===== src/rtl/mod_sched_pkg.sv =====
// rtl/mod_sched_pkg.sv - shared types and constants for the modulo sequencer
package mod_sched_pkg;

   localparam int DEF_WIDTH = 8;

   // Wide all-ones pattern; users slice it to their own width for the
   // divide-by-zero quotient.
   localparam logic [63:0] ERR_QUOT_ALL = '1;

   typedef enum logic [1:0] {
      IDLE = 2'd0,
      SUB  = 2'd1,
      DONE = 2'd2
   } state_t;

endpackage


===== src/rtl/mod_sched_if.sv =====
// rtl/mod_sched_if.sv - request/response handshake bundle for mod_sched
interface mod_sched_if #(
   parameter int WIDTH = 8
);
   logic             req0_valid;
   logic             req0_ready;
   logic [WIDTH-1:0] req0_a;
   logic [WIDTH-1:0] req0_b;
   logic             req1_valid;
   logic             req1_ready;
   logic [WIDTH-1:0] req1_a;
   logic [WIDTH-1:0] req1_b;
   logic             resp_valid;
   logic             resp_ready;
   logic             resp_id;
   logic [WIDTH-1:0] resp_quot;
   logic [WIDTH-1:0] resp_rem;
   logic             resp_err;

   // Requesters and result consumer
   modport master (
      output req0_valid, req0_a, req0_b,
      output req1_valid, req1_a, req1_b,
      output resp_ready,
      input  req0_ready, req1_ready,
      input  resp_valid, resp_id, resp_quot, resp_rem, resp_err
   );

   // Sequencer side
   modport slave (
      input  req0_valid, req0_a, req0_b,
      input  req1_valid, req1_a, req1_b,
      input  resp_ready,
      output req0_ready, req1_ready,
      output resp_valid, resp_id, resp_quot, resp_rem, resp_err
   );
endinterface


===== src/rtl/mod_sched_dp.sv =====
// rtl/mod_sched_dp.sv - remainder/divisor/quotient registers with shared subtractor
module mod_sched_dp
   import mod_sched_pkg::*;
#(
   parameter int WIDTH = DEF_WIDTH
) (
   input  logic             CLK,
   input  logic             reset_n,
   input  logic             i_load,
   input  logic             i_step,
   input  logic             i_fill,
   input  logic [WIDTH-1:0] i_a,
   input  logic [WIDTH-1:0] i_b,
   output logic [WIDTH-1:0] o_rem,
   output logic [WIDTH-1:0] o_quot,
   output logic             o_less_than,
   output logic             o_div_zero
);

   logic [WIDTH-1:0] r_rem;
   logic [WIDTH-1:0] r_div;
   logic [WIDTH-1:0] r_quot;
   logic [WIDTH-1:0] w_diff;

   // The subtractor is only used when rem >= div, so it never wraps.
   assign w_diff      = r_rem - r_div;
   assign o_less_than = (r_rem < r_div);
   assign o_div_zero  = (r_div == '0);
   assign o_rem       = r_rem;
   assign o_quot      = r_quot;

   // Operand load, error fill, or one subtraction step per cycle
   always_ff @(posedge CLK or negedge reset_n) begin
      if (!reset_n) begin
         r_rem  <= '0;
         r_div  <= '0;
         r_quot <= '0;
      end else if (i_load) begin
         r_rem  <= i_a;
         r_div  <= i_b;
         r_quot <= '0;
      end else if (i_fill) begin
         r_quot <= ERR_QUOT_ALL[WIDTH-1:0];
      end else if (i_step) begin
         r_rem  <= w_diff;
         r_quot <= r_quot + 1'b1;
      end
   end

endmodule


===== src/rtl/mod_sched.sv =====
// rtl/mod_sched.sv - round-robin arbiter and sequencer for the shared modulo datapath
module mod_sched
   import mod_sched_pkg::*;
#(
   parameter int WIDTH = DEF_WIDTH
) (
   input  logic     CLK,
   input  logic     reset_n,
   mod_sched_if.slave bus
);

   state_t           r_state;
   state_t           w_next;
   logic             r_last_grant;
   logic             r_id;
   logic             r_err;

   logic             w_any;
   logic             w_grant;
   logic             w_accept;
   logic             w_load;
   logic             w_step;
   logic             w_fill;
   logic [WIDTH-1:0] w_a;
   logic [WIDTH-1:0] w_b;
   logic [WIDTH-1:0] w_rem;
   logic [WIDTH-1:0] w_quot;
   logic             w_less_than;
   logic             w_div_zero;

   // Arbitration: a lone requester wins; on contention, alternate from last grant.
   // Ready is only raised toward a requester that is actually valid, so the
   // two readys are mutually exclusive by construction.
   always_comb begin
      w_any   = bus.req0_valid | bus.req1_valid;
      w_grant = 1'b0;
      if (bus.req0_valid && bus.req1_valid) begin
         w_grant = ~r_last_grant;
      end else begin
         w_grant = bus.req1_valid;
      end
      w_accept       = (r_state == IDLE) && w_any;
      bus.req0_ready = w_accept && (w_grant == 1'b0);
      bus.req1_ready = w_accept && (w_grant == 1'b1);
      w_a            = w_grant ? bus.req1_a : bus.req0_a;
      w_b            = w_grant ? bus.req1_b : bus.req0_b;
   end

   // Next-state and datapath control
   always_comb begin
      w_next = r_state;
      w_load = 1'b0;
      w_step = 1'b0;
      w_fill = 1'b0;
      case (r_state)
         IDLE: begin
            if (w_accept) begin
               w_load = 1'b1;
               w_next = SUB;
            end
         end
         SUB: begin
            if (w_div_zero) begin
               w_fill = 1'b1;
               w_next = DONE;
            end else if (!w_less_than) begin
               w_step = 1'b1;
            end else begin
               w_next = DONE;
            end
         end
         DONE: begin
            if (bus.resp_ready) begin
               w_next = IDLE;
            end
         end
         default: w_next = IDLE;
      endcase
   end

   // State register plus grant history, owner id and error flag
   always_ff @(posedge CLK or negedge reset_n) begin
      if (!reset_n) begin
         r_state      <= IDLE;
         r_last_grant <= 1'b1;
         r_id         <= 1'b0;
         r_err        <= 1'b0;
      end else begin
         r_state <= w_next;
         if (w_load) begin
            r_last_grant <= w_grant;
            r_id         <= w_grant;
            r_err        <= 1'b0;
         end else if (w_fill) begin
            r_err <= 1'b1;
         end
      end
   end

   mod_sched_dp #(
      .WIDTH (WIDTH)
   ) u_dp (
      .CLK         (CLK),
      .reset_n     (reset_n),
      .i_load      (w_load),
      .i_step      (w_step),
      .i_fill      (w_fill),
      .i_a         (w_a),
      .i_b         (w_b),
      .o_rem       (w_rem),
      .o_quot      (w_quot),
      .o_less_than (w_less_than),
      .o_div_zero  (w_div_zero)
   );

   // Response fields come straight from registers so they hold through backpressure.
   assign bus.resp_valid = (r_state == DONE);
   assign bus.resp_id    = r_id;
   assign bus.resp_quot  = w_quot;
   assign bus.resp_rem   = w_rem;
   assign bus.resp_err   = r_err;

endmodule


===== src/flat_wrapper.sv =====
// flat-port wrapper written by rule: the top's interface ports become plain ports
module mod_sched_flat import mod_sched_pkg::*;
#(
   parameter int WIDTH = DEF_WIDTH
)
  (CLK, reset_n, bus_req0_valid, bus_req0_a, bus_req0_b, bus_req1_valid, bus_req1_a, bus_req1_b, bus_resp_ready, bus_req0_ready, bus_req1_ready, bus_resp_valid, bus_resp_id, bus_resp_quot, bus_resp_rem, bus_resp_err);
  mod_sched_if #(.WIDTH(WIDTH)) bus_i ();
  input  logic CLK;
  input  logic reset_n;
  input wire logic [$bits(bus_i.req0_valid)-1:0] bus_req0_valid;
  input wire logic [$bits(bus_i.req0_a)-1:0] bus_req0_a;
  input wire logic [$bits(bus_i.req0_b)-1:0] bus_req0_b;
  input wire logic [$bits(bus_i.req1_valid)-1:0] bus_req1_valid;
  input wire logic [$bits(bus_i.req1_a)-1:0] bus_req1_a;
  input wire logic [$bits(bus_i.req1_b)-1:0] bus_req1_b;
  input wire logic [$bits(bus_i.resp_ready)-1:0] bus_resp_ready;
  output wire logic [$bits(bus_i.req0_ready)-1:0] bus_req0_ready;
  output wire logic [$bits(bus_i.req1_ready)-1:0] bus_req1_ready;
  output wire logic [$bits(bus_i.resp_valid)-1:0] bus_resp_valid;
  output wire logic [$bits(bus_i.resp_id)-1:0] bus_resp_id;
  output wire logic [$bits(bus_i.resp_quot)-1:0] bus_resp_quot;
  output wire logic [$bits(bus_i.resp_rem)-1:0] bus_resp_rem;
  output wire logic [$bits(bus_i.resp_err)-1:0] bus_resp_err;
  assign bus_i.req0_valid = bus_req0_valid;
  assign bus_i.req0_a = bus_req0_a;
  assign bus_i.req0_b = bus_req0_b;
  assign bus_i.req1_valid = bus_req1_valid;
  assign bus_i.req1_a = bus_req1_a;
  assign bus_i.req1_b = bus_req1_b;
  assign bus_i.resp_ready = bus_resp_ready;
  assign bus_req0_ready = bus_i.req0_ready;
  assign bus_req1_ready = bus_i.req1_ready;
  assign bus_resp_valid = bus_i.resp_valid;
  assign bus_resp_id = bus_i.resp_id;
  assign bus_resp_quot = bus_i.resp_quot;
  assign bus_resp_rem = bus_i.resp_rem;
  assign bus_resp_err = bus_i.resp_err;
  mod_sched #(.WIDTH(WIDTH)) u_core (.CLK(CLK), .reset_n(reset_n), .bus(bus_i));
endmodule

===== config.mk =====
export PLATFORM = sky130hd
export DESIGN_NAME = mod_sched_flat
export DESIGN_NICKNAME = d
export VERILOG_FILES = /design/src/rtl/mod_sched_pkg.sv /design/src/rtl/mod_sched_if.sv /design/src/rtl/mod_sched_dp.sv /design/src/rtl/mod_sched.sv /design/src/flat_wrapper.sv
export SDC_FILE = /design/constraint.sdc
export NUM_CORES = 1
export LEC_CHECK = 0
export CORE_MARGIN = 2
export CORE_UTILIZATION = 35
export CTS_CLUSTER_DIAMETER = 40
export DETAILED_ROUTE_END_ITERATION = 12
export SLEW_MARGIN = 20
export SYNTH_ARGS = -nofsm -noshare
export SYNTH_HDL_FRONTEND = slang
export SYNTH_HIERARCHICAL = 1
export SYNTH_SLANG_ARGS = --single-unit

===== constraint.sdc =====
create_clock -name CLK -period 2.5 [get_ports CLK]
set_input_delay 0.625 -clock CLK [delete_from_list [all_inputs] [get_ports CLK]]
set_output_delay 0.625 -clock CLK [all_outputs]
set_load 0.005 [all_outputs]

==> results of run 1 <==
==> metal layers <==
metal | GRT usage | vias up | share of wire | wire length, um
met3 | 0.0352 | 5 | 0.036 | 170
met4 | 0.0414 | 0 | 0.0081 | 38
met1 | 0.210 | 822 | 0.44 | 2070
met2 | 0.274 | 37 | 0.52 | 2420
li1 | - | 880 | - | -
met5 | 0 | - | 0 | 0
==> worst reg2reg max path: stages, from the launching register on <==
cell      delay, ps
dfrtp_1         390
inv_2            80
ha_4            130
inv_2            30
fa_2            360
a211oi_4        240
o21ai_2         100
a31o_1          230
a21oi_2         200
nor4b_4          90
a21o_4          270
o22ai_1         250
nor3_4           70
==> registers in the layout, indices dropped and copies added, names as in the netlist <==
| register | count |
|---|---|
| u_core/u_dp/r_div | 8 |
| u_core/bus.resp_err | 1 |
| u_core/u_dp/o_quot | 8 |
| u_core/r_state | 2 |
| u_core/u_dp/o_rem | 8 |
| u_core/r_last_grant | 1 |
| u_core/bus.resp_id | 1 |
==> cells by family after synthesis <==
logic type | count (synthesis)
AOI/OAI and AO/OA | 57
and+or+nand+nor | 52
DFF | 29
buffers and inverters | 21
muxes | 19
adders and majority gates | 10
xor gates and xnor gates | 8
==> timing repair <==
action / in CTS / in global routing
endpoints found under the hold margin: 0 / 0
buffers inserted: 2 / 2
gates resized for setup: 10 / 9
pin swaps: 11 / 9
setup endpoints to repair: 16 / 17
==> metrics by stage <==
stage / power (mW) / hold slack [ps] / setup slack (ps) / cells / setup TNS (ps)
2_1_floorplan: 2.44 / 329 / -104 / 196 / -471
4_1_cts: 3.82 / 482 / -37.1 / 352 / -61.1
5_1_grt: 4.29 / 500 / -171 / 354 / -1210
6_report: 3.93 / 480 / -56.5 / 354 / -56.5
3_3_place_gp: 3.28 / 472 / -85.3 / 342 / -507
3_5_place_dp: 3.31 / 468 / -201 / 342 / -1620
==> cell type report <==
cell class / instances / share of cell area
tap: 72 / 0.0301
timing repair buffer: 86 / 0.266
clock buffer: 8 / 0.0267
inverter: 13 / 0.0163
sequential: 29 / 0.243
multi-input combinational: 146 / 0.418
==> where the power goes <==
group	leakage, nW	switching [mW]	internal [mW]
clock	0.0395	0.167	0.197
sequential	0.361	0.169	0.685
combinational	0.882	1.28	1.43
total	1.28	1.62	2.31
==> cells in the final DEF (no fill, tap or decap), types with 6 or more instances in the layout <==
master,instances
a21oi_1,15
buf_4,27
clkdlybuf4s50_1,54
dfrtp_1,28
ha_1,8
inv_1,10
mux2_2,7
mux2_4,10
nand2_1,13
nor2_1,9
o21ai_0,12
xor2_1,6
==> path summary, 6_finish.rpt <==
path / from / endpoint / depth (start not counted)
worst max-delay path: u_core/u_dp/o_rem[0] / u_core/u_dp/o_rem[5] / 12
worst min-delay path: u_core/bus.resp_id / u_core/bus.resp_id / 1
worst max register to register: u_core/u_dp/o_rem[0] / u_core/u_dp/o_rem[5] / 12
worst min register to register: u_core/bus.resp_id / u_core/bus.resp_id / 1
max in group asynchronous: reset_n / u_core/r_last_grant / 2
min in group asynchronous: reset_n / u_core/u_dp/o_rem[1] / 2
==> synth_stat cells (all sizes together) <==
cell,instances,area (um^2)
mux2,17,229
a21o,4,32.5
nand4,5,31.3
and3,2,12.5
o31ai,1,7.51
buf,6,56.3
or2,1,6.26
or4,1,7.51
o21a,2,15.0
xor2,6,52.6
clkbuf,2,7.51
xnor2,2,17.5
nor4b,2,17.5
o211ai,2,28.8
ha,9,113
nor2,9,33.8
a21boi,2,26.3
nor2b,2,12.5
mux2i,2,20.0
inv,13,48.8
nand2b,1,6.26
nand2,17,63.8
dfrtp,28,701
nand3b,2,15.0
a211oi,3,27.5
fa,1,20.0
o21ai,16,80.1
nor3,5,30.0
and3b,2,21.3
a31o,1,8.76
and4,2,18.8
o311ai,1,8.76
a2111oi,2,42.5
o22ai,3,18.8
dfstp,1,26.3
a21oi,18,97.6
a31oi,1,6.26
o2111a,1,11.3
and2,1,7.51
==> metrics.md, run 1 <==
| Metric | Value |
|---|---|
| Final instance area | `2990 um^2` |
| Ys Warns | `6` |
| Total track usage | `0.162` |
| Global-route wire length before repair | `8070 um` |
| R2R Setup Slk | `-60 ps` |
| Initial antenna violation count | `0` |
| F_max | `391 MHz` |
| Syn_nets | `around 240` |
| Status | `finished with violations` |
| WL/cell | `around 13 um` |
| Post-Synthesis Cells | `196` |
| Mean Syn Cell Area | `just over 10 um^2` |
| Storage cell area | `727 um^2` |
| Number of port buffers | `57` |
| Critical Path Most Common Cell | `inv_2` |
| Area of the multi-input gates | `1250 um^2` |
| Root Buffer | `clkbuf_8` |
| Fillers | `roughly 510` |
| Nets@finish | `about 330` |
| CP Data Arrival Time | `2710 ps` |
| Seq/Total Area, Yosys | `0.366` |
| Ant. Diodes | `0` |
| Worst slew margin | `0.747` |
| Post-DP HPWL | `3600 um` |
| Peak VDD IR | `~0.00055 V` |
| Flops & latches, synth | `29` |
| Leakage power | `1.28 nW` |
| Setup WS post-layout | `-56.5 ps` |
| Top Ports | `58` |
| Final Hold Fails | `0` |
| Num CTS Buffers | `5` |
| Compound-Gate Fraction of Synth Area | `0.207` |
| Die area | `6300 um^2` |
| Layout cells sized above 1 | `0.298` |
| DR pass1 iterations | `4` |
| Clock skew | `3.26 ps` |
| Core area | `5510 um^2` |
| Largest net degree at the start of global routing | `30` |
| Setup crit start kind | `register` |
| CTS sink count | `29` |
| Die width | `79.3 um` |
| Layout area overhead | `50.7%` |
| Clk_lat worst skew | `280 ps` |
| Rows | `27` |
| CP max-delay cell | `dfrtp_1` |
| Wirelength, routed | `4690 um` |
| Worst path top cell family by delay | `compound AO/OA/AOI/OAI gates` |
| Hold Crit Class | `register to register` |
| Hold_buf cts | `0` |
| Tmin final | `2560 ps` |
| Final setup violation count | `1` |
| Layout Utilization | `0.544` |
| CP Capture Type | `register` |
| Final GP Congestion | `~0.84` |
| Synth Area in Simple Gates | `0.143` |
| # DRC | `0` |
| Vias in the first global route | `between 1500 and 2000` |
| Final ANT Viol Nets | `0` |
| DR iter-0 viols | `31` |
| Starting density of the core | `0.361` |
| CTS tree | `built` |
| Critical Path RT | `2660 ps` |
| Period utilisation layout | `1.02` |
| Largest family of logic cells by synthesized area | `compound AO/OA/AOI/OAI gates` |
| Post-synthesis adder-cell area fraction | `0.0668` |
| CP Cell Sequence | `inv_2 > ha_4 > inv_2 > fa_2 > a211oi_4 > o21ai_2 > a31o_1 > a21oi_2 > nor4b_4 > a21o_4 > o22ai_1 > nor3_4` |
| Clk buf depth | `2` |
| Worst-margin pin slew | `around 380 ps` |
| Post-DP Area | `2810 um^2` |
| Yosys cell types | `between 50 and 60` |
| Die extent in y | `79.3 um` |
| Unrepaired setup endpoints after global routing | `true` |
| Mux contribution to synthesized area | `0.125` |
| Htree depth | `2` |
| Critical Setup Path Class | `register to register` |
| Crit path largest cell delay | `between 300 and 400 ps` |
| Mapped cell area | `1990 um^2` |
| Max-cap viol count | `0` |
| Buf/Inv on CP | `2` |
| XOR/XNOR Fraction of Synth Area | `0.0353` |
| Via density per instance | `4.93` |
| Critical Path Fanout Max | `10` |
| PD cells | `1310 nW/um^2` |
| Reg clk slew, reported paths | `about 60 ps` |
| Failing checks | `setup timing` |
| Slew Viols, Final | `0` |
| Grt ovf | `0` |
| Detailed-route via count | `1744` |
Power figures use the tool's default switching activity.
==> run 2: changes to the inputs <==
--- a/config.mk
+++ b/config.mk
@@ -5,10 +5,12 @@
 export SDC_FILE = /design/constraint.sdc
 export NUM_CORES = 1
 export LEC_CHECK = 0
+export CORE_ASPECT_RATIO = 0.9
 export CORE_MARGIN = 2
-export CORE_UTILIZATION = 35
+export CORE_UTILIZATION = 43
 export CTS_CLUSTER_DIAMETER = 40
 export DETAILED_ROUTE_END_ITERATION = 12
+export PLACE_DENSITY = 0.77
 export SLEW_MARGIN = 20
 export SYNTH_ARGS = -nofsm -noshare
 export SYNTH_HDL_FRONTEND = slang
==> metrics.md, run 2 (synthesis results as in run 1) <==
| Metric | Value |
|---|---|
| Htree depth | `2` |
| Unrepaired setup endpoints after global routing | `true` |
| Final setup violation count | `3` |
| Leakage power | `around 1.4 nW` |
| Final GP Congestion | `0.831` |
| Grt ovf | `0` |
| Nets@finish | `344` |
| WL/cell | `14.2 um` |
| Layout cells sized above 1 | `0.339` |
| Largest net degree at the start of global routing | `30` |
| Top Ports | `58` |
| CP Cell Sequence | `inv_2 > buf_4 > buf_4 > buf_4 > buf_4 > buf_4 > buf_4 > buf_4 > buf_4 > buf_4 > buf_4 > buf_4 > buf_4 > buf_4 > buf_4 > buf_4 > buf_4 > a21oi_1` |
| Reg clk slew, reported paths | `roughly 60 ps` |
| Pre-CTS WS | `-143 ps` |
| DR iter-0 viols | `85` |
| Initial antenna violation count | `0` |
| Detailed-route via count | `1868` |
| Design Power | `4.19 mW` |
| Starting density of the core | `0.445` |
| Worst slew margin | `0.747` |
| Post-DP HPWL | `3530 um` |
| Die area | `5180 um^2` |
| Number of port buffers | `57` |
| Slew Viols, Final | `0` |
| Num CTS Buffers | `5` |
| Hold_buf cts | `0` |
| Clk buf depth | `2` |
| CP Data Arrival Time | `2770 ps` |
| Ant. Diodes | `0` |
| # DRC | `0` |
| Wirelength, routed | `5100 um` |
| Critical Path Fanout Max | `2` |
| Peak VDD IR | `0.000797 V` |
| Period utilisation layout | `1.03` |
| Clk_lat worst skew | `approximately 290 ps` |
| Hold Crit Class | `register to register` |
| CP max-delay cell | `dfrtp_1` |
| DR pass1 iterations | `4` |
| Die extent in y | `68.5 um` |
| Rows | `23` |
| Tmin final | `2570 ps` |
| Max-cap viol count | `0` |
| Total track usage | `0.212` |
| Final ANT Viol Nets | `0` |
| Vias in the first global route | `between 1500 and 2000` |
| Final Hold Fails | `0` |
| Via density per instance | `just over 5` |
| Critical Path Most Common Cell | `buf_4` |
| Status | `finished with violations` |
| Worst-margin pin slew | `377 ps` |
| Setup WS post-layout | `-69.1 ps` |
| Die width | `75.7 um` |
| Commonest non-fill, non-tap cells in the layout | `clkdlybuf4s50_1, buf_4, dfrtp_1` |
| Critical Setup Path Class | `register to register` |
| PD cells | `1350 nW/um^2` |
| CTS tree | `built` |
| Clock skew | `6.98 ps` |
| CTS sink count | `29` |
| Root Buffer | `clkbuf_8` |
| Setup crit start kind | `register` |
| Crit path largest cell delay | `360 ps` |
| Failing checks | `setup timing` |
| Layout area overhead | `56.6%` |
| Most common cell after layout, fill and taps aside | `clkdlybuf4s50_1` |
| Core area | `4460 um^2` |
| Critical Path RT | `2700 ps` |
| F_max | `389 MHz` |
| Global-route wire length before repair | `8120 um` |
| CP Capture Type | `register` |
[run 2: changes by cell type in the layout (fill, tap and decap cells not counted), sizes merged]
cell,delta
buf,+16
clkbuf,-2
clkinv,+2
clkdlybuf4s50,+1
dlymetal6s2s,-1
[run 2: worst paths after layout]
kind | start | endpoint | slack [ps] | depth (start not counted)
setup / recovery | u_core/u_dp/o_rem[0] | u_core/u_dp/o_rem[0] | -70 | 18
hold / removal | u_core/bus.resp_id | u_core/bus.resp_id | 500 | 1
setup reg to reg | u_core/u_dp/o_rem[0] | u_core/u_dp/o_rem[0] | -70 | 18
hold reg to reg | u_core/bus.resp_id | u_core/bus.resp_id | 500 | 1
max in group asynchronous | reset_n | u_core/r_last_grant | 1470 | 2
min in group asynchronous | reset_n | u_core/r_state[0] | 730 | 2
[run 2: per-layer routing]
layer / GRT usage / wire length, um / vias up / share of wire
met3: 0.0633 / 248 / 14 / 0.049
met5: 0 / 0 / - / 0
met4: 0.0702 / 102 / 0 / 0.020
met1: 0.244 / 2090 / 888 / 0.41
li1: - / - / 915 / -
met2: 0.375 / 2650 / 51 / 0.52
[run 2: power breakdown]
part,total (mW),internal (mW),switching (mW)
registers,0.861,0.684,0.177
clock network,0.378,0.192,0.185
logic,2.95,1.60,1.35
[run 2: cell type report]
cell class / instances / area, um^2
Sequential cell: 29 / 727
Timing Repair Buffer: 102 / 926
Inverter: 13 / 48.8
Fill cell: 339 / 1350
Tap cell: 62 / 77.6
Clock inverter: 2 / 10.0
Multi-Input combinational cell: 146 / 1250
Clock buffer: 6 / 72.6
[run 2: through the flow]
step	hold slack [ps]	cells	TNS (ps)	instance area [um^2]	util
floorplan	329	196	-471	2030	-
global route	517	360	-1360	3110	0.698
finish	499	360	-89.3	3110	0.698
detailed placement	485	332	-988	2810	0.631
CTS	506	360	-217	3070	0.689
global placement	485	332	-177	2810	0.631
[run 2: what timing repair did]
item                       4_1_cts  5_1_grt
setup buffers                   20        0
resized for setup                9        7
setup endpoints to repair       16       17
pin swaps                       13       14
[run 2: critical path: cells and delay by family, from the launching register on]
kind	cells	cell delay (ps)
buf+inv	17	2000
flops	1	360
compound gates	1	130
